==> src/rtl/vga_timing_gen.sv <==
`default_nettype none
// ============================================================================
// Module      : vga_timing_gen
// Description : Parametrised raster timing generator. Two free-running
//               counters walk the (h,v) position through active area, front
//               porch, sync and back porch. Every other output is a register
//               loaded on the same edge as the counters from a decode of the
//               position being entered, so all outputs describe the current
//               position with zero latency relative to h_count/v_count.
// Revision    : 1.0 - initial release
// ----------------------------------------------------------------------------
// Ports:
//   clock           in   pixel clock, all state changes on its rising edge
//   reset           in   asynchronous, active-high
//   clock_enable    in   advance one pixel position per enabled edge
//   restart         in   synchronous jump to (0,0) on next enabled edge
//   horizontal_sync out  HSYNC_POL level while h is in the sync region
//   vertical_sync   out  VSYNC_POL level while v is in the sync region
//   pixel_valid     out  high inside the active area
//   line_start      out  high at h==0
//   frame_start     out  high at h==0, v==0
//   vga_col         out  active-area column, 0 outside active area
//   vga_row         out  active-area row, 0 outside active area
//   h_count         out  raw horizontal position
//   v_count         out  raw vertical position
// ============================================================================
module vga_timing_gen #(
  parameter int H_ACTIVE  = 640,
  parameter int H_FRONT   = 16,
  parameter int H_SYNC    = 96,
  parameter int H_BACK    = 48,
  parameter int V_ACTIVE  = 480,
  parameter int V_FRONT   = 10,
  parameter int V_SYNC    = 2,
  parameter int V_BACK    = 33,
  parameter int HSYNC_POL = 0,
  parameter int VSYNC_POL = 0,
  // Must be wide enough to hold max(H_TOTAL-1, V_TOTAL-1).
  parameter int COORD_W   = 10
) (
  input  logic               clock,
  input  logic               reset,
  input  logic               clock_enable,
  input  logic               restart,
  output logic               horizontal_sync,
  output logic               vertical_sync,
  output logic               pixel_valid,
  output logic               line_start,
  output logic               frame_start,
  output logic [COORD_W-1:0] vga_col,
  output logic [COORD_W-1:0] vga_row,
  output logic [COORD_W-1:0] h_count,
  output logic [COORD_W-1:0] v_count
);

  // --------------------------------------------------------------------------
  // Derived timing constants
  // --------------------------------------------------------------------------
  localparam int C_H_TOTAL = H_ACTIVE + H_FRONT + H_SYNC + H_BACK;
  localparam int C_V_TOTAL = V_ACTIVE + V_FRONT + V_SYNC + V_BACK;

  localparam logic [COORD_W-1:0] c_zero      = '0;
  localparam logic [COORD_W-1:0] c_one       = COORD_W'(1);
  localparam logic [COORD_W-1:0] c_h_last    = COORD_W'(C_H_TOTAL - 1);
  localparam logic [COORD_W-1:0] c_v_last    = COORD_W'(C_V_TOTAL - 1);
  localparam logic [COORD_W-1:0] c_h_active  = COORD_W'(H_ACTIVE);
  localparam logic [COORD_W-1:0] c_v_active  = COORD_W'(V_ACTIVE);
  localparam logic [COORD_W-1:0] c_hs_start  = COORD_W'(H_ACTIVE + H_FRONT);
  localparam logic [COORD_W-1:0] c_hs_end    = COORD_W'(H_ACTIVE + H_FRONT + H_SYNC);
  localparam logic [COORD_W-1:0] c_vs_start  = COORD_W'(V_ACTIVE + V_FRONT);
  localparam logic [COORD_W-1:0] c_vs_end    = COORD_W'(V_ACTIVE + V_FRONT + V_SYNC);

  // Asserted and idle levels of the two sync outputs.
  localparam logic c_hs_on  = (HSYNC_POL != 0);
  localparam logic c_hs_off = (HSYNC_POL == 0);
  localparam logic c_vs_on  = (VSYNC_POL != 0);
  localparam logic c_vs_off = (VSYNC_POL == 0);

  // --------------------------------------------------------------------------
  // State
  // --------------------------------------------------------------------------
  logic [COORD_W-1:0] r_h;
  logic [COORD_W-1:0] r_v;
  logic               r_hsync;
  logic               r_vsync;
  logic               r_pixel_valid;
  logic               r_line_start;
  logic               r_frame_start;
  logic [COORD_W-1:0] r_col;
  logic [COORD_W-1:0] r_row;

  // --------------------------------------------------------------------------
  // Next-position logic
  // --------------------------------------------------------------------------
  logic [COORD_W-1:0] w_h_nxt;
  logic [COORD_W-1:0] w_v_nxt;
  logic               w_h_wrap;
  logic               w_v_wrap;

  assign w_h_wrap = (r_h == c_h_last);
  assign w_v_wrap = (r_v == c_v_last);

  always_comb begin
    w_h_nxt = r_h;
    w_v_nxt = r_v;
    if (restart) begin
      // Genlock: restart wins over normal advance.
      w_h_nxt = c_zero;
      w_v_nxt = c_zero;
    end else if (w_h_wrap) begin
      w_h_nxt = c_zero;
      w_v_nxt = w_v_wrap ? c_zero : (r_v + c_one);
    end else begin
      w_h_nxt = r_h + c_one;
    end
  end

  // --------------------------------------------------------------------------
  // Decode of the position being entered. Registering this decode alongside
  // the counters keeps outputs aligned with h_count/v_count and free of any
  // combinational path from the inputs.
  // --------------------------------------------------------------------------
  logic               w_h_in_active;
  logic               w_v_in_active;
  logic               w_pixel_valid;
  logic               w_h_in_sync;
  logic               w_v_in_sync;
  logic               w_line_start;
  logic               w_frame_start;
  logic [COORD_W-1:0] w_col;
  logic [COORD_W-1:0] w_row;

  assign w_h_in_active = (w_h_nxt < c_h_active);
  assign w_v_in_active = (w_v_nxt < c_v_active);
  assign w_pixel_valid = w_h_in_active && w_v_in_active;

  assign w_h_in_sync   = (w_h_nxt >= c_hs_start) && (w_h_nxt < c_hs_end);
  assign w_v_in_sync   = (w_v_nxt >= c_vs_start) && (w_v_nxt < c_vs_end);

  assign w_line_start  = (w_h_nxt == c_zero);
  assign w_frame_start = (w_h_nxt == c_zero) && (w_v_nxt == c_zero);

  // Coordinates are forced to zero outside the active area so a pixel source
  // can index its buffer without qualifying by pixel_valid.
  assign w_col = w_pixel_valid ? w_h_nxt : c_zero;
  assign w_row = w_pixel_valid ? w_v_nxt : c_zero;

  // --------------------------------------------------------------------------
  // Counters
  // --------------------------------------------------------------------------
  // Reset parks the position on the last back-porch corner so that the first
  // enabled edge lands exactly on (0,0).
  always_ff @(posedge clock or posedge reset) begin
    if (reset) begin
      r_h <= c_h_last;
      r_v <= c_v_last;
    end else if (clock_enable) begin
      r_h <= w_h_nxt;
      r_v <= w_v_nxt;
    end
  end

  // --------------------------------------------------------------------------
  // Registered decode outputs. With clock_enable low everything holds, so a
  // strobe stays asserted while the position is stalled on it.
  // --------------------------------------------------------------------------
  always_ff @(posedge clock or posedge reset) begin
    if (reset) begin
      r_hsync       <= c_hs_off;
      r_vsync       <= c_vs_off;
      r_pixel_valid <= 1'b0;
      r_line_start  <= 1'b0;
      r_frame_start <= 1'b0;
      r_col         <= c_zero;
      r_row         <= c_zero;
    end else if (clock_enable) begin
      r_hsync       <= w_h_in_sync ? c_hs_on : c_hs_off;
      r_vsync       <= w_v_in_sync ? c_vs_on : c_vs_off;
      r_pixel_valid <= w_pixel_valid;
      r_line_start  <= w_line_start;
      r_frame_start <= w_frame_start;
      r_col         <= w_col;
      r_row         <= w_row;
    end
  end

  // --------------------------------------------------------------------------
  // Output mapping
  // --------------------------------------------------------------------------
  assign horizontal_sync = r_hsync;
  assign vertical_sync   = r_vsync;
  assign pixel_valid     = r_pixel_valid;
  assign line_start      = r_line_start;
  assign frame_start     = r_frame_start;
  assign vga_col         = r_col;
  assign vga_row         = r_row;
  assign h_count         = r_h;
  assign v_count         = r_v;

endmodule
`default_nettype wire

==> config.mk <==
export PLATFORM = sky130hd
export DESIGN_NAME = vga_timing_gen
export DESIGN_NICKNAME = d
export VERILOG_FILES = /design/src/rtl/vga_timing_gen.sv
export SDC_FILE = /design/constraint.sdc
export NUM_CORES = 1
export LEC_CHECK = 0
export CAP_MARGIN = 20
export CORE_MARGIN = 2
export CORE_UTILIZATION = 40
export DETAILED_ROUTE_END_ITERATION = 7
export PLACE_DENSITY_LB_ADDON = 0.25
export SYNTH_ARGS = -nofsm -noshare
export SYNTH_HDL_FRONTEND = slang
export SYNTH_SLANG_ARGS = --single-unit
==> constraint.sdc <==
create_clock -name clock -period 4.1 [get_ports clock]
set_input_delay 0.615 -clock clock [delete_from_list [all_inputs] [get_ports clock]]
set_output_delay 0.615 -clock clock [all_outputs]
set_load 0.005 [all_outputs]
# ---- Yosys cells after proc, flatten, opt, wreduce, memory -nomap -nowiden
# Cells that the tools add are included.
dict set report totals {
  out_inout_bits 45
  word_cells 34
  inputBits 4
  register_bits 45
}
dict set report op_classes {
  n_reduce_logical 6
  eq_ne 2
  order_cmp 6
  addsub 2
  n_mux 9
}
# op n
set ops {}
lappend ops {{$mux W10} 7}
lappend ops {{$add A10 B1 Y10 const B} 2}
lappend ops {{$eq A10 B10 Y1 const B} 2}
lappend ops {{$logic_not A10 Y1} 2}
lappend ops {{$lt A10 B10 Y1 const B} 2}
lappend ops {{$lt A10 B9 Y1 const B} 2}
lappend ops {{$ge A10 B10 Y1 const B} 1}
lappend ops {{$ge A10 B9 Y1 const B} 1}
lappend ops {{$logic_and A1 B1 Y1} 4}
lappend ops {{$mux W1} 2}

# ---- Logic depth before layout (Yosys ltp)
dict set report logic_depth {
  ltp_word 7
  depth_mapped 9
  depth_no_buf 8
}

# ---- Worst setup path before layout
# OpenSTA, ideal clock, no wires.
dict set report synth_path {
  path_kind {register to register}
  start {register r_h[1], in the netlist h_count[1]}
  end {register r_row[2], in the netlist vga_row[2]}
  path_slack_ns 1.283
  synth_period_minus_slack_ns 2.817
  arrival_time_ns 2.677
  setup_time_ns 0.140
  required_ns 3.960
  path_buffers 2
  path_stages_with_launch 10
  cell_sequence {dfstp_2 > ha_1 > buf_2 > nand4_1 > nor4_4 > xor2_1 > or4b_1 > nand3_1 > buf_4 > o32ai_1}
}
dict set report synth_via {
  elab_chain_len 6
  word_cells_on_any_way 10
  classes_between {add/sub (1); order compare (2); eq/ne (1); mux (5); reduce/logical (1)}
}
# item line
set synth_rtl {}
lappend synth_rtl {{start: declaration} 82} ;# logic [COORD_W-1:0] r_h;
lappend synth_rtl {{start signal: assignment} 155} ;# r_h <= c_h_last;
lappend synth_rtl {{start signal: assignment} 158} ;# r_h <= w_h_nxt;
lappend synth_rtl {{$add A10 B1 Y10 or $eq A10 B10 Y1 (tied branches)} {114, 100}}
lappend synth_rtl {{$mux W10} 110} ;# end else if (w_h_wrap) begin
lappend synth_rtl {{$mux W10} 106} ;# if (restart) begin
lappend synth_rtl {{$lt A10 B10 Y1 or $lt A10 B9 Y1 (tied branches)} {133, 134}}
lappend synth_rtl {{$logic_and A1 B1 Y1} 135} ;# assign w_pixel_valid = w_h_in_active && w_v_in_active;
lappend synth_rtl {{$mux W10 (*)} 146} ;# assign w_row = w_pixel_valid ? w_v_nxt : c_zero;
lappend synth_rtl {{end signal: assignment} 175} ;# r_row <= c_zero;
lappend synth_rtl {{end signal: assignment} 183} ;# r_row <= w_row;
lappend synth_rtl {{end: declaration} 90} ;# logic [COORD_W-1:0] r_row;
# Every way passes the cells marked *; elsewhere a longest branch is shown, timed or not.
# A chain may end at the register's enable or synchronous reset.

# ---- Worst setup path in the final report
dict set report layout_path {
  start {register r_h[1], in the netlist h_count[1]}
  end {register r_row[8], in the netlist vga_row[8]}
}
# The elaborated chain is that of the path after synthesis.

==> summary.md <==
| Metric | Value |
|---|---|
| Reg2reg end | `vga_row[8]` |
| Final Max Tran Viols | `0` |
| Synth-to-Final Area Change | `22.1%` |
| Synth Area per Inst | `8.71 um^2` |
| Fin Setup TNS | `0 ps` |
| Pwr/cell area | `255 nW/um^2` |
| Max-cap violations | `0` |
| Combinational group share of total power | `9.8%` |
| Overall Power | `0.808 mW` |
| Slowest CP cell | `dfstp_2` |
| Outcome | `completed` |
| Worst Path Buf+Inv | `1` |
| Clock Sinks | `45` |
| PortBufs | `48` |
| Post-synth ARST share | `100%` |
| DR DRC count | `0` |
| Minimum clock period after layout | `3480 ps` |
| ANT nets after route | `0` |
| Yosys warns | `0` |
| Crit-path max cell delay | `590 ps` |
| Worst Setup Path Type | `flip-flop to flip-flop` |
| Routed vias/inst | `5.63` |
| Post-cts resize count | `0` |
| CTS max path bufs | `2` |
| Commonest cells after routing, fill and taps aside | `47 x clkdlybuf4s50_1, 39 x inv_1, 33 x dfrtp_1, 23 x nand2_1, 23 x o21ai_0` |
| Type of the worst min-delay path | `flip-flop to flip-flop` |
| WP data required | `4250 ps` |
| Mapped Cells | `298` |
| Switching share of total power | `25.0%` |
| Starting Density | `41.1%` |
| Core box area | `6310 um^2` |
| Sequential power share | `57.7%` |
| Post-synthesis sequential area ratio | `44.0%` |
| # fillers | `617` |
| H-tree levels | `2` |
| Clock-pin slew on the worst setup and hold paths | `80 ps` |
| Post-synth net total | `305` |
| Setup Viol. Count Final | `0` |
| RSZ-0062 raised after global routing | `false` |
| Avg WL per Cell | `15.9 um` |
| Routed vias | `2324` |
| Worst R2R Path Depth | `8` |
| Arrival time at the worst endpoint | `3630 ps` |
| Die height | `84.6 um` |
| Count of final hold-check violations | `0` |
| Slew headroom | `46.2%` |
| Share of cells above drive strength 1 | `8.33%` |
| Worst skew pair latency | `300 ps` |
| Setup crit end kind | `flip-flop` |
| Root buffer cell | `clkbuf_8` |
| CTS Buf Count | `5` |
| Main combinational cell family by area after synthesis | `simple AND/OR/NAND/NOR gates` |
| Compound-cell area share of the yosys netlist | `16.9%` |
| R2R setup slack | `620 ps` |
| Worst hold start | `vertical_sync` |
| Psw | `0.202 mW` |
| CTS tree | `built` |
| Ant diodes | `0` |
| Mux cell area share after synthesis | `1.98%` |
| Cell-internal power | `0.606 mW` |
| Tcrit/Tclk final | `85.0%` |
| Die area | `7150 um^2` |
| WHS Path Cells | `2` |
| Total track usage | `18.8%` |
| Nets | `343` |
| Detailed Place HPWL | `4.69 mm` |
| Clock power frac | `32.5%` |
| Main synth FF type | `dfrtp_1` |
| Distinct cell type count after synthesis | `45` |
| Slew @ Worst Pin | `804 ps` |
| Die width | `84.6 um` |
| Post-Synth XOR/XNOR Area | `6.07%` |
| Initial antenna violation count | `0` |
| DRT Pass-1 Iters | `4` |
| Synth Cell Area | `2600 um^2` |
| Hold WS | `496 ps` |
| Yosys reg bits | `45` |
| Leading cell type in the layout, fill and taps excluded | `clkdlybuf4s50_1` |
| Row cnt | `29` |
| VDD IR-drop max | `152 uV` |
| Worst path top cell family by delay | `simple AND/OR/NAND/NOR gates` |
| RD Place Congestion | `0.879` |
| Postcts setup bufs | `0` |
| GR Overflow Total | `0` |
| Startpoint class of the critical path | `flip-flop` |
| EDFF count, synth | `0` |
| Fmax | `287 MHz` |
| Post-synthesis simple-gate area fraction | `19.8%` |
| Critical path, cell by cell | `ha_1, nand4_1, nor4_4, xor2_1, or4b_1, nand3_1, buf_4, o22ai_1` |
| DRT iter0 DRCs | `167` |
| WL final | `6.55 mm` |
| Crit path max fanout | `13` |
| Number of global-route vias before repair | `2249` |
| P_leak | `1.24 nW` |
| Worst Skew | `8.49 ps` |
| Post-Synth Adder-Cell Area | `1.45%` |
| First-pass GRT wire length | `10.9 mm` |
| Io pins | `49` |
| Worst r2r src | `h_count[1]` |
| Hold Path End | `vertical_sync` |
| Hold-fix buffers at CTS | `0` |
| Largest net degree at the start of global routing | `50` |
## logic make-up after synthesis
logic type | after synthesis
compound gates | 69
xor+xnor | 18
fa+ha+maj | 3
buf+inv | 61
flops | 45
mux | 5
simple gates | 97
## metal layers
metal  vias up  part of all wire (%)  routed length, um  global-route usage (%)
li1       1118                     -                  -                       -
met1      1118                    46               2980                    25.6
met2        77                    48               3120                    30.1
met3        11                   5.0                328                    3.83
met4         0                   1.8                117                    6.06
met5         -                     0                  0                       0
## layout make-up
type | instances | area, um^2 | share of cell area [%]
clock buffer | 6 | 72.6 | 2.29
clock inverter | 1 | 5.00 | 0.158
inverter | 40 | 150 | 4.74
multi-input combinational | 192 | 1200 | 37.8
sequential | 45 | 1140 | 36.0
tap | 77 | 96.3 | 3.04
timing repair buffer | 52 | 505 | 15.9
## Yosys cell counts, drive strengths merged, types with 3 or more instances
cell type / count / area, um^2
a21oi: 6 / 30.0
a31oi: 4 / 25.0
buf: 8 / 57.6
clkbuf: 13 / 48.8
dfrtp: 33 / 826
dfstp: 12 / 315
ha: 3 / 37.5
inv: 40 / 150
mux2i: 4 / 40.0
nand2: 23 / 86.3
nand3: 19 / 95.1
nand4: 8 / 50.1
nor2: 17 / 63.8
nor2b: 3 / 18.8
nor3: 8 / 51.3
nor4: 5 / 46.3
o21ai: 23 / 115
o22ai: 19 / 119
or3: 6 / 37.5
xnor2: 11 / 96.3
xor2: 7 / 61.3
## how the worst max path moves through the flow
stage | start | depth (start not counted) | end
6_report | h_count[1] | 8 | vga_row[8]
5_1_grt | h_count[1] | 8 | vga_row[8]
4_1_cts | h_count[1] | 8 | vga_row[8]
3_5_place_dp | h_count[1] | 8 | vga_row[8]
3_3_place_gp | h_count[1] | 8 | vga_row[7]
2_1_floorplan | h_count[1] | 9 | vga_row[2]
## worst reg2reg max path, stage by stage (launching register included)
cell     delay [ps]
dfstp_2         590
ha_1            340
nand4_1         450
nor4_4          530
xor2_1          250
or4b_1          490
nand3_1         300
buf_4           270
o22ai_1         110
## flip-flops by register name, indices dropped and copies added, names as in the netlist
signal	flops
pixel_valid	1
v_count	10
h_count	10
vertical_sync	1
frame_start	1
vga_row	10
line_start	1
vga_col	10
horizontal_sync	1
## power by group through the flow
| stage | Combinational, mW | Clock [mW] | Sequential, mW |
|---|---|---|---|
| global route | 0.0897 | 0.290 | 0.469 |
| finish | 0.0793 | 0.263 | 0.467 |
| floorplan | 0.0455 | 0 | 0.473 |
| CTS | 0.0809 | 0.272 | 0.467 |
| global placement | 0.0791 | 0 | 0.474 |
| detailed placement | 0.0801 | 0 | 0.475 |
## per-stage QoR
stage,instances,utilization [%],area (um^2),setup slack (ps)
6_report,413,50.2,3170,617
5_1_grt,413,50.2,3170,383
4_1_cts,413,50.2,3170,606
3_5_place_dp,406,49.0,3090,626
3_3_place_gp,406,49.0,3090,766
2_1_floorplan,298,-,2600,1280
No activity file was read; power rests on OpenSTA's default activity.
